==> src/rtl/multi_tick_gen_if.sv <==
// Control/status bundle for multi_tick_gen: run control, divisor write port
// and the per-channel tick/square outputs.
interface multi_tick_gen_if #(
    parameter int NUM_CH = 3,
    parameter int CNT_W  = 32
);
    localparam int CH_W = (NUM_CH > 1) ? $clog2(NUM_CH) : 1;

    logic              en;
    logic              sync_clr;
    logic              cfg_we;
    logic [CH_W-1:0]   cfg_ch;
    logic [CNT_W-1:0]  cfg_div;
    logic [NUM_CH-1:0] tick;
    logic [NUM_CH-1:0] sq;
    logic              cfg_err;

    modport master (
        output en, sync_clr, cfg_we, cfg_ch, cfg_div,
        input  tick, sq, cfg_err
    );

    modport slave (
        input  en, sync_clr, cfg_we, cfg_ch, cfg_div,
        output tick, sq, cfg_err
    );
endinterface

==> src/rtl/multi_tick_gen.sv <==
// Multi-channel programmable tick / square-wave generator. Each channel emits
// a one-cycle clock enable every div cycles and a square wave of period 2*div.
module multi_tick_gen #(
    parameter int                        NUM_CH    = 3,
    parameter int                        CNT_W     = 32,
    parameter logic [NUM_CH*CNT_W-1:0]   DIV_RESET = {32'd50_000, 32'd25_000_000, 32'd50_000_000}
) (
    input  logic               clk,
    input  logic               rst,
    multi_tick_gen_if.slave    bus
);
    localparam int CH_W = (NUM_CH > 1) ? $clog2(NUM_CH) : 1;

    // Out-of-range channel writes are reported but otherwise ignored
    always_ff @(posedge clk or posedge rst) begin
        if (rst) begin
            bus.cfg_err <= 1'b0;
        end else begin
            bus.cfg_err <= bus.cfg_we && ({1'b0, bus.cfg_ch} >= (CH_W+1)'(NUM_CH));
        end
    end

    for (genvar i = 0; i < NUM_CH; i++) begin : g_ch
        logic [CNT_W-1:0] div_reg;
        logic [CNT_W-1:0] cnt;
        logic             tick_q;
        logic             sq_q;
        logic             wr_hit;
        logic             run;
        logic             term;

        assign wr_hit = bus.cfg_we && (bus.cfg_ch == CH_W'(i));
        assign run    = bus.en && (div_reg != '0);
        assign term   = run && (cnt == div_reg - CNT_W'(1));

        // A write in the same cycle as sync_clr still lands; both clear the count
        always_ff @(posedge clk or posedge rst) begin
            if (rst) begin
                div_reg <= DIV_RESET[i*CNT_W +: CNT_W];
                cnt     <= '0;
                tick_q  <= 1'b0;
                sq_q    <= 1'b0;
            end else begin
                if (wr_hit) begin
                    div_reg <= bus.cfg_div;
                end
                if (bus.sync_clr || wr_hit) begin
                    cnt    <= '0;
                    tick_q <= 1'b0;
                    sq_q   <= 1'b0;
                end else if (term) begin
                    cnt    <= '0;
                    tick_q <= 1'b1;
                    sq_q   <= ~sq_q;
                end else if (run) begin
                    cnt    <= cnt + CNT_W'(1);
                    tick_q <= 1'b0;
                end else begin
                    tick_q <= 1'b0;
                end
            end
        end

        assign bus.tick[i] = tick_q;
        assign bus.sq[i]   = sq_q;
    end
endmodule

==> src/flat_wrapper.sv <==
// flat-port wrapper written by rule: the top's interface ports become plain ports
module multi_tick_gen_flat 
#(
    parameter int                        NUM_CH    = 3,
    parameter int                        CNT_W     = 32,
    parameter logic [NUM_CH*CNT_W-1:0]   DIV_RESET = {32'd50_000, 32'd25_000_000, 32'd50_000_000}
)
  (clk, rst, bus_en, bus_sync_clr, bus_cfg_we, bus_cfg_ch, bus_cfg_div, bus_tick, bus_sq, bus_cfg_err);
  multi_tick_gen_if #(.NUM_CH(NUM_CH), .CNT_W(CNT_W)) bus_i ();
  input  logic clk;
  input  logic rst;
  input wire logic [$bits(bus_i.en)-1:0] bus_en;
  input wire logic [$bits(bus_i.sync_clr)-1:0] bus_sync_clr;
  input wire logic [$bits(bus_i.cfg_we)-1:0] bus_cfg_we;
  input wire logic [$bits(bus_i.cfg_ch)-1:0] bus_cfg_ch;
  input wire logic [$bits(bus_i.cfg_div)-1:0] bus_cfg_div;
  output wire logic [$bits(bus_i.tick)-1:0] bus_tick;
  output wire logic [$bits(bus_i.sq)-1:0] bus_sq;
  output wire logic [$bits(bus_i.cfg_err)-1:0] bus_cfg_err;
  assign bus_i.en = bus_en;
  assign bus_i.sync_clr = bus_sync_clr;
  assign bus_i.cfg_we = bus_cfg_we;
  assign bus_i.cfg_ch = bus_cfg_ch;
  assign bus_i.cfg_div = bus_cfg_div;
  assign bus_tick = bus_i.tick;
  assign bus_sq = bus_i.sq;
  assign bus_cfg_err = bus_i.cfg_err;
  multi_tick_gen #(.NUM_CH(NUM_CH), .CNT_W(CNT_W), .DIV_RESET(DIV_RESET)) u_core (.clk(clk), .rst(rst), .bus(bus_i));
endmodule
==> config.mk <==
export PLATFORM = sky130hd
export DESIGN_NAME = multi_tick_gen_flat
export DESIGN_NICKNAME = d
export VERILOG_FILES = /design/src/rtl/multi_tick_gen_if.sv /design/src/rtl/multi_tick_gen.sv /design/src/flat_wrapper.sv
export SDC_FILE = /design/constraint.sdc
export NUM_CORES = 1
export LEC_CHECK = 0
export CAP_MARGIN = 15
export CORE_ASPECT_RATIO = 1.4
export CORE_MARGIN = 5
export CORE_UTILIZATION = 62
export DETAILED_ROUTE_END_ITERATION = 8
export MAX_ROUTING_LAYER = met4
export PLACE_DENSITY = 0.9
export RECOVER_POWER = 50
export SETUP_SLACK_MARGIN = 0.4
export SLEW_MARGIN = 20
export SYNTH_ARGS = -nofsm -noshare
export SYNTH_HDL_FRONTEND = slang
export SYNTH_SLANG_ARGS = --single-unit
==> constraint.sdc <==
create_clock -name clk -period 9.6 [get_ports clk]
set_clock_uncertainty 0.05 [all_clocks]
set_input_delay 1.92 -clock clk [delete_from_list [all_inputs] [get_ports clk]]
set_output_delay 1.92 -clock clk [all_outputs]
set_load 0.01 [all_outputs]
Word-level counts from Yosys, hierarchy flattened. Index checks and enable logic that the tools add are counted.

Input port bits: 39. Memories: 0. Logic and storage cells: 72. Memory bits (writable): 0. Output and inout bits: 7. Bits in read-only memories: 0. Bits in latches: 0. Flip-flop bits (word level): 199.

Eq/ne operators: 5. Multiply operators: 0. Order comparisons: 1. Reduce and logical (&&, ||, !) cells: 23. Div/mod/pow operators: 0. Shifts and indexed selects: 0. Bitwise operators: 3. Mux-type cells: 21. $add $sub $neg: 6.

Operator list (count): 2-to-1 mux 32 bit (9); adder 32 x 1 -> 32 bit, second input constant (3); == test 32 bit (3); nonzero test 32 bit (3); subtractor 32 x 1 -> 32 bit, second input constant (3); 2-to-1 mux 1 bit (12); logical AND 1 bit (10); nonzero test 3 bit (3); nonzero test 2 bit (3); logical OR 1 bit (3); inverter 1 bit (3); == test 2 x 1 -> 1 bit, second input constant (1); == test 2 bit, second input constant (1); greater-or-equal comparator 2 bit, second input constant (1); zero test 2 bit (1).

Longest topological paths before layout.
Word-level depth: 5. Mapped depth: 12. Mapped depth without buffers: 10.

Least setup slack after synthesis. No wires, ideal clock.

Path kind: in2reg. From: input bus_en. To: register u_core.g_ch[0].sq_q. Setup slack: 5626 ps. Data required time: 9472 ps. Data arrival time: 3846 ps. Stages on the path: 6. Library setup time: 78 ps. Path buffers: 0. Cell sequence: o41a_1 -> o2111ai_1 -> or4_1 -> or4_4 -> or4_1 -> a21boi_1.

Longest elaborated chain between the ends: 3.

Ends and longest elaborated chain: start: declaration (RTL line flat_wrapper.sv:12) `input wire logic [$bits(bus_i.en)-1:0] bus_en;`; logical AND 1 bit (RTL line multi_tick_gen.sv:33) `assign run = bus.en && (div_reg != '0);`; logical AND 1 bit (RTL line multi_tick_gen.sv:34) `assign term = run && (cnt == div_reg - CNT_W'(1));`; nonzero test 2 bit (no line); end signal: assignment (RTL line multi_tick_gen.sv:54) `sq_q <= ~sq_q;`; end: declaration (RTL line multi_tick_gen.sv:27) `logic sq_q;`.

Every way passes these cells. A chain may end at the register's enable or synchronous reset.

==> flow_metrics.py <==
metrics = {
    "run_status": {
        "status": "complete, but fails checks",
        "violations": "max-capacitance violations, max-slew violations",
    },
    "floorplanning": {
        "ioPinCount": 46,
        "row_count": 60,
        "die_w_microns": 129,
        "die_area_sq_mm": 0.0227,
        "initial_core_util_pct": 63.3,
        "die_h_microns": 176,
        "coreArea_sq_mm": 0.0193,
    },
    "worst_setup_path": {
        "r2r-start": "u_core.g_ch[0].div_reg[2]",
        "critPathTopFamily": "buffers and inverters",
        "critPathMaxStageDelay_ns": 2.85,
        "cp.arrival_ns": 5.41,
        "cp-end-kind": "asynchronous set/reset pin",
        "critPathKind": "primary input to asynchronous set/reset pin",
        "cp_max_fo": 116,
        "crit_slowest_cell": "clkinvlp_2",
        "crit_buf_inv": 2,
        "cp.required_ns": 9.20,
        "rrSetupSlack_ns": 5.63,
        "startpoint_type": "primary input",
        "r2r-end": "u_core.g_ch[0].cnt[8]",
        "reg2reg_depth": 10,
        "crit_chain": "dlygate4sd3_1 -> clkinvlp_2",
    },
    "detailed_routing": {
        "detail-route-antenna-nets": 0,
        "drc": 0,
        "totalWireLength_microns": 32100,
        "viasPerCell": 6.57,
        "wl_per_cell_microns": 20.7,
        "vias": 10164,
        "first_iter_violations": 1234,
        "first_pass_iters": 6,
    },
    "sta": {
        "hold_viol": 0,
        "finalSetupViolCount": 0,
        "fin_worst_hold_slack_ns": 0.514,
        "period_minus_slack_ns": 5.81,
        "max_slew_margin_pct": -245,
        "worst_slack_ns": 3.79,
        "worst_slew_pin_slew_ns": 5.14,
        "fmax_ghz": 0.172,
        "rsz0062_at_grt": "no",
        "fin_crit_sh_pct": 60.6,
        "maxSlewViolCount": 224,
        "tns_ns": 0,
    },
    "worst_hold_path": {
        "whs_path_depth": 2,
        "hp-class": "flip-flop to flip-flop",
        "hp-start": "u_core.g_ch[1].sq_q",
        "holdPathEnd": "u_core.g_ch[1].sq_q",
    },
    "yosys": {
        "yosysWarnings": 0,
        "yosys.cell_types.count": 77,
        "syn_area_per_cell_sq_um": 9.61,
        "async_flop_share_pct": 100,
        "synth_enable_flop_cells": 0,
        "synth-seq-cells": 199,
        "synth_cells": 1271,
        "synth.area.top_cells": "dfrtp_1 (35%), mux2_2 (8.6%), xnor2_1 (7.7%)",
        "syn_area_sq_mm": 0.0122,
        "yosys.area.top_type_share_pct": 34.6,
        "synth.largest_area_cell": "dfrtp_1",
        "syn-num-nets": 1319,
        "synthFlopType": "dfrtp_1",
        "ys_seq_area_share_pct": 41.1,
    },
    "power": {
        "pwr-share-clk_pct": 32.6,
        "pwr-share-seq_pct": 47.8,
        "switching_power_mw": 0.774,
        "power_density_mw_per_mm2": 170,
        "p_leak_nw": 5.11,
        "switching_share_pct": 33.9,
        "vdd.ir_drop.worst_uv": 155,
        "p_comb_share_pct": 19.6,
        "intPower_mw": 1.51,
    },
    "clocking": {
        "clock_sinks": 199,
        "cts_max_path_buffers": 2,
        "tritoncts": "yes",
        "clock_latency_ns": 0.45,
        "clkSlewWorstSetupHoldPaths_ns": 0.08,
        "root_buffer": "clkbuf_16",
        "cts-resized-gates": 0,
        "htreeDepth": 4,
        "cts_made_buffers": 17,
        "hold_buffers": 0,
        "post-cts-setup-buffers": 0,
    },
    "cells_and_area": {
        "antennaDiodeCount": 0,
        "areaGrowthSynthToFinish_pct": 9.92,
        "fin_nets": 1335,
        "nFillCells": 1344,
        "layout.cells.non_filler": 1548,
        "drive_above_1_share_pct": 13.9,
    },
    "place": {
        "post-place-ws_ns": 4.01,
        "gp_congestion": 1.02,
        "dp.cells": 1515,
        "io_buffers": 45,
        "dp_hpwl_microns": 23400,
    },
    "global_routing": {
        "grt_pass1_wl_microns": 52100,
        "grt_pass1_vias": 9961,
        "grt_start_max_net_pins": 117,
        "antenna_found_initial": 0,
        "gr-total-overflow": 0,
        "grt_use_total_pct": 29.7,
    },
    "run": {
        "max-cap-violations": 4,
    },
}
worst reg2reg max path, cell delays in order, from the launching register on:
cell and delay (ns):
dfrtp_1 0.47, nor4_2 0.30, buf_4 0.23, nand4_1 0.30, o41ai_1 0.46, nand4_1 0.19, or4_1 0.55, or4_4 0.53
o31ai_4 0.46, buf_8 0.25, nor2_1 0.08
logic make-up (layout without fill, tap and decap cells):
group	Yosys count	in the layout	synth area share [%]
AND/OR/NAND/NOR	549	549	24.2
AO/OA/AOI/OAI	122	122	7.04
multiplexers	103	103	9.39
buffers and inverters	89	118	3.05
adder cells (fa/ha/maj)	9	9	0.922
flip-flops	199	199	41.1
XOR/XNOR	200	200	14.3
worst max path at each step:
stage | startpoint | endpoint | slack [ns] | cells past startpoint
after floorplan | rst | u_core.bus.cfg_err | 2.25 | 1
after global placement | bus_en | u_core.g_ch[0].cnt[23] | 4.09 | 7
after detailed placement | bus_en | u_core.g_ch[0].cnt[8] | 4.01 | 7
after CTS | bus_en | u_core.g_ch[0].cnt[8] | 4.49 | 7
after global routing | rst | u_core.g_ch[1].cnt[12] | 2.86 | 2
final | rst | u_core.g_ch[0].cnt[18] | 3.79 | 2
cell usage after synthesis (all sizes together), types with 30 or more instances:
library cell	number
dfstp	30
nand3	45
clkbuf	43
xor2	92
nor2	135
nand4	38
inv	30
xnor2	108
dfrtp	169
nor3	74
mux2	93
nand2	72
nor4	44
cell type report:
class / count / area [sq um] / share of cell area, %
Timing Repair Buffer: 56 / 533 / 3.97
Inverter: 30 / 114 / 0.848
Clock buffer: 17 / 425 / 3.17
Multi-Input combinational cell: 983 / 6840 / 50.9
Tap cell: 248 / 310 / 2.31
Clock inverter: 15 / 190 / 1.42
Sequential cell: 199 / 5020 / 37.4
metal layers:
metal  vias to the layer above  track usage, %  routed length, microns
met4                         0            13.4                    1750
met3                       143            4.15                    1880
li1                       4608               -                       -
met2                       460            48.6                   16100
met5                         -               -                       0
met1                      4953            36.5                   12400
layout by cell type, fill, tap and decap left out, drive strengths merged, types with 5 or more instances in the layout:
cell           count
mux2i             10
and3              22
nor4              44
nand3b             8
clkbuf            20
o21ai             22
dfrtp            169
dfstp             30
nor3              74
or3               16
mux2              93
xnor2            108
nand3             45
nor3b             11
inv               39
o22ai              7
nand4             38
nand2             72
or4               17
and4              13
nor2b             14
buf                8
nor4b              5
clkdlybuf4s50     43
a211o              5
o31ai              6
xor2              92
a31oi              9
o311ai             6
nor2             135
or2                7
ha                 9
nand2b            15
a21oi             22
power groups by stage:
stage | Clock [mW] | Combinational (mW) | Sequential (mW)
6_report | 0.745 | 0.446 | 1.09
5_1_grt | 0.785 | 0.485 | 1.10
4_1_cts | 0.750 | 0.440 | 1.08
3_5_place_dp | 0 | 0.434 | 1.10
3_3_place_gp | 0 | 0.418 | 1.09
2_1_floorplan | 0 | 0.352 | 1.03
through the flow:
step | instance area (sq um) | power (mW) | utilization [%]
floorplan | 12200 | 1.38 | -
global placement | 12800 | 1.51 | 66.4
detailed placement | 12800 | 1.53 | 66.4
CTS | 13400 | 2.27 | 69.6
global route | 13400 | 2.37 | 69.6
finish | 13400 | 2.28 | 69.6
Note: power is estimated with default switching activity, not from simulation.
